## src/rtl/axi_channel_chunk_serializer.sv

```systemverilog
// axi_channel_chunk_serializer: splits one wide valid/ready beat into CHUNK_WIDTH-bit beats,
// least-significant chunk first, with a per-beat chunk count and packet-last propagation.
module axi_channel_chunk_serializer #(
    parameter int IN_CHUNKS   = 4,
    parameter int CHUNK_WIDTH = 32,
    parameter int CNT_WIDTH   = 3
) (
    input  logic                             aclk,
    input  logic                             areset,
    input  logic                             valid_src,
    output logic                             ready_src,
    input  logic [IN_CHUNKS*CHUNK_WIDTH-1:0] payload_src,
    input  logic [CNT_WIDTH-1:0]             nchunks_src,
    input  logic                             last_src,
    output logic                             valid_dst,
    input  logic                             ready_dst,
    output logic [CHUNK_WIDTH-1:0]           payload_dst,
    output logic                             last_dst
);
    localparam int IW = $clog2(IN_CHUNKS);

    logic                             r_en;
    logic                             r_busy;
    logic                             r_last;
    logic [IW-1:0]                    r_idx;
    logic [CNT_WIDTH-1:0]             r_neff;
    logic [IN_CHUNKS*CHUNK_WIDTH-1:0] r_payload;
    logic [CNT_WIDTH-1:0]             w_neff;
    logic                             w_at_end;
    logic                             w_accept;

    always_comb begin
        w_neff      = (nchunks_src == '0 || nchunks_src > CNT_WIDTH'(IN_CHUNKS)) ? CNT_WIDTH'(IN_CHUNKS) : nchunks_src;
        w_at_end    = CNT_WIDTH'(r_idx) == r_neff - CNT_WIDTH'(1);
        // a new beat may load in the same cycle the final chunk of the current one leaves
        ready_src   = r_en && (!r_busy || (ready_dst && w_at_end));
        w_accept    = valid_src && ready_src;
        valid_dst   = r_busy;
        payload_dst = r_busy ? r_payload[int'(r_idx)*CHUNK_WIDTH +: CHUNK_WIDTH] : '0;
        last_dst    = r_busy && r_last && w_at_end;
    end

    always_ff @(posedge aclk or posedge areset) begin
        if (areset) begin
            r_en      <= 1'b0;
            r_busy    <= 1'b0;
            r_idx     <= '0;
            r_neff    <= '0;
            r_last    <= 1'b0;
            r_payload <= '0;
        end else begin
            r_en <= 1'b1;
            if (w_accept) begin
                r_busy    <= 1'b1;
                r_idx     <= '0;
                r_neff    <= w_neff;
                r_last    <= last_src;
                r_payload <= payload_src;
            end else if (r_busy && ready_dst) begin
                if (w_at_end) r_busy <= 1'b0;
                else r_idx <= r_idx + IW'(1);
            end
        end
    end
endmodule

```

## config.mk

```make
export PLATFORM = sky130hd
export DESIGN_NAME = axi_channel_chunk_serializer
export DESIGN_NICKNAME = d
export VERILOG_FILES = /design/src/rtl/axi_channel_chunk_serializer.sv
export SDC_FILE = /design/constraint.sdc
export NUM_CORES = 1
export LEC_CHECK = 0
export CAP_MARGIN = 20
export CORE_UTILIZATION = 48
export CTS_CLUSTER_DIAMETER = 60
export DETAILED_ROUTE_END_ITERATION = 10
export PLACE_DENSITY = 0.8
export REMOVE_ABC_BUFFERS = 1
export SETUP_SLACK_MARGIN = 0.1
export SYNTH_ARGS = -nofsm -noshare
export SYNTH_HDL_FRONTEND = slang
export SYNTH_SLANG_ARGS = --single-unit
```

## constraint.sdc

```tcl
create_clock -name aclk -period 5.9 [get_ports aclk]
set_input_delay 1.18 -clock aclk [delete_from_list [all_inputs] [get_ports aclk]]
set_output_delay 1.18 -clock aclk [all_outputs]
set_load 0.02 [all_outputs]
```

==> metrics <==
Final period util 71.1%; vias in the first global route 4183; Root Buffer clkbuf_16; max-cap check violation count 0; cts repair resizes 0; CTS clk-pin slew, worst paths 0.05 ns; final worst slack 1.71 ns; post-synth top area share 54.7%; wire length per cell 17.7 µm; Peak VDD IR 0.301 mV; Top Ports 171; Initial Utilization 49.3%; DRC 0; PwrDens 558 nW/µm²; layout cell share with drive strength beyond 1 25.3%; IO Port Bufs 170; Die Footprint 13400 µm²; Warnings, synthesis 0; GRT Resource Usage Total 21.4%; WL final 13.1 mm; setup TNS 0 ns; Post-CTS Setup Inserts 0; min cycle time layout 4.19 ns; Setup crit end kind primary output; synth top area cells dfrtp_1 55%, mux2_2 13%, mux4_2 12%; synthesized area 6220 µm²; Synth area leader dfrtp_1; CTS Hold Buffers Added 0; clk buf depth 2; clk_lat worst skew 0.41 ns; htree depth 4; synthesized area per cell 16.1 µm²; clock skew 0.00575 ns; GPL Wtd Cong 0.752; vias per cell 5.13; Yosys reg bits 136; area grow syn2layout 37.3%; CTS tree built; TritonCTS Sinks 136; status finished, final reports clean; FP Rows 41; total grt overflow 0; Crit path required time 4.72 ns; core area 12600 µm²; leakage power 0.00352 µW; Final Util 67.7%; post-synthesis cell type count 27; Hold Crit Class flop to flop; actual slew at the worst max-slew pin 0.854 ns; Critical Path Fanout Max 25; Mapped Cells 387; Hold Fails Final Rpt 0; Initial DRC Count 105; Post-DRT Antenna Nets 0; RSZ-0062 raised after global routing no; first-pass iteration count of the detailed router 4; nets 693; Setup CP Type flop to primary output; Worst EP arrival 3.01 ns; Setup crit start kind flop; post-synthesis sequential area ratio 54.7%; max_slew headroom 43.0%; Final Hold Slack 0.475 ns; pin count of the biggest net entering global routing 98; first-pass GRT wire length 21.0 mm; Final setup viols 0; initial antenna violation count 0; Post-DP HPWL 8.74 mm; vias 3779; max-slew violation count 0; f_max 0.238 GHz; post-place setup slack 1.79 ns; CTS Buf Count 17; die width 116 µm; DIE HEIGHT 116 µm; antenna cells 0
-- path summary, 6_finish.rpt --
path | from | endpoint | slack [ns] | cells after the start
setup / recovery | r_idx[0] | ready_src | 1.71 | 5
setup reg to reg | r_idx[0] | r_payload[61] | 2.40 | 6
hold / removal | r_payload[44] | r_payload[44] | 0.48 | 1
min in group asynchronous | areset | r_payload[69] | 1.31 | 2
max in group asynchronous | areset | r_idx[1] | 3.43 | 3
hold reg to reg | r_payload[44] | r_payload[44] | 0.48 | 1
-- area by class of cell --
cell class | instances | area [µm²]
well taps | 172 | 215
clock inverters | 3 | 40.0
repair buffers | 175 | 1760
clock buffers | 26 | 509
inverters | 6 | 27.5
fillers | 918 | 4080
flip-flops and latches | 136 | 3410
multi-input cells | 219 | 2580
-- where the power goes --
part           total, µW  switching [µW]  leakage (µW)  internal, µW
registers           1710             309       0.00163          1400
logic               2080             805       0.00161          1270
clock network        981             355      0.000272           627
total               4770            1470       0.00352          3300
-- placed cells by master (no fill, tap or decap), drive strengths merged --
master | synthesis | layout
bufinv | 0 | 1
dfrtp | 136 | 136
o311ai | 1 | 1
buf | 23 | 5
o41ai | 1 | 1
clkdlybuf4s50 | 0 | 170
and2b | 1 | 1
xor2 | 3 | 3
or2 | 1 | 1
o31ai | 1 | 1
ha | 2 | 2
and2 | 34 | 34
clkbuf | 3 | 26
nand2b | 1 | 1
mux2 | 129 | 129
mux4 | 32 | 32
nor2 | 2 | 2
nor4 | 1 | 1
nand2 | 4 | 4
clkinv | 0 | 2
mux2i | 3 | 3
inv | 6 | 6
conb | 1 | 1
xnor2 | 2 | 2
-- synth_stat cells --
| cell type | n |
|---|---|
| and2_1 | 34 |
| mux2_1 | 55 |
| and2b_1 | 1 |
| clkbuf_1 | 3 |
| buf_2 | 5 |
| nor4_1 | 1 |
| o31ai_1 | 1 |
| xnor2_2 | 1 |
| o41ai_2 | 1 |
| xor2_1 | 3 |
| mux2i_1 | 3 |
| dfrtp_1 | 136 |
| nand2b_1 | 1 |
| buf_6 | 1 |
| nor2_1 | 2 |
| xnor2_1 | 1 |
| mux2_2 | 74 |
| ha_1 | 2 |
| or2_2 | 1 |
| conb_1 | 1 |
| buf_8 | 7 |
| nand2_1 | 4 |
| mux4_2 | 32 |
| buf_4 | 8 |
| buf_1 | 2 |
| o311ai_0 | 1 |
| inv_1 | 6 |
-- per-stage QoR --
step                power [µW]  area [µm²]  std cells
detailed placement        3810        7970        707
global route              5060        8540        737
finish                    4770        8540        737
floorplan                 3020        6000        361
global placement          3710        7970        707
CTS                       4820        8520        736
-- layer usage --
layer / wire [µm] / vias up / track usage (%)
met1: 5410 / 1906 / 25.9
met2: 6580 / 120 / 35.5
met5: 0 / - / 0
met3: 818 / 26 / 6.64
met4: 274 / 0 / 9.15
li1: - / 1727 / -
-- logic make-up after synthesis --
group / share of synthesized area (%)
compound gates: 0.523
xor+xnor: 0.824
mux: 35.4
fa+ha+maj: 0.402
simple gates: 4.20
buf+inv: 3.90
flops: 54.7
other cells: 0.0603
-- registers in the layout, summed over array words and instances (netlist names) --
register	cells
r_neff	3
r_idx	2
r_last	1
r_payload	128
valid_dst	1
r_en	1
-- worst max-delay path: stages (launching register included) --
cell	delay [ns]
dfrtp_2	0.92
buf_4	0.36
xnor2_2	0.12
o41ai_2	0.40
and2_1	0.19
clkdlybuf4s50_1	0.60
Power figures use the tool's default switching activity.
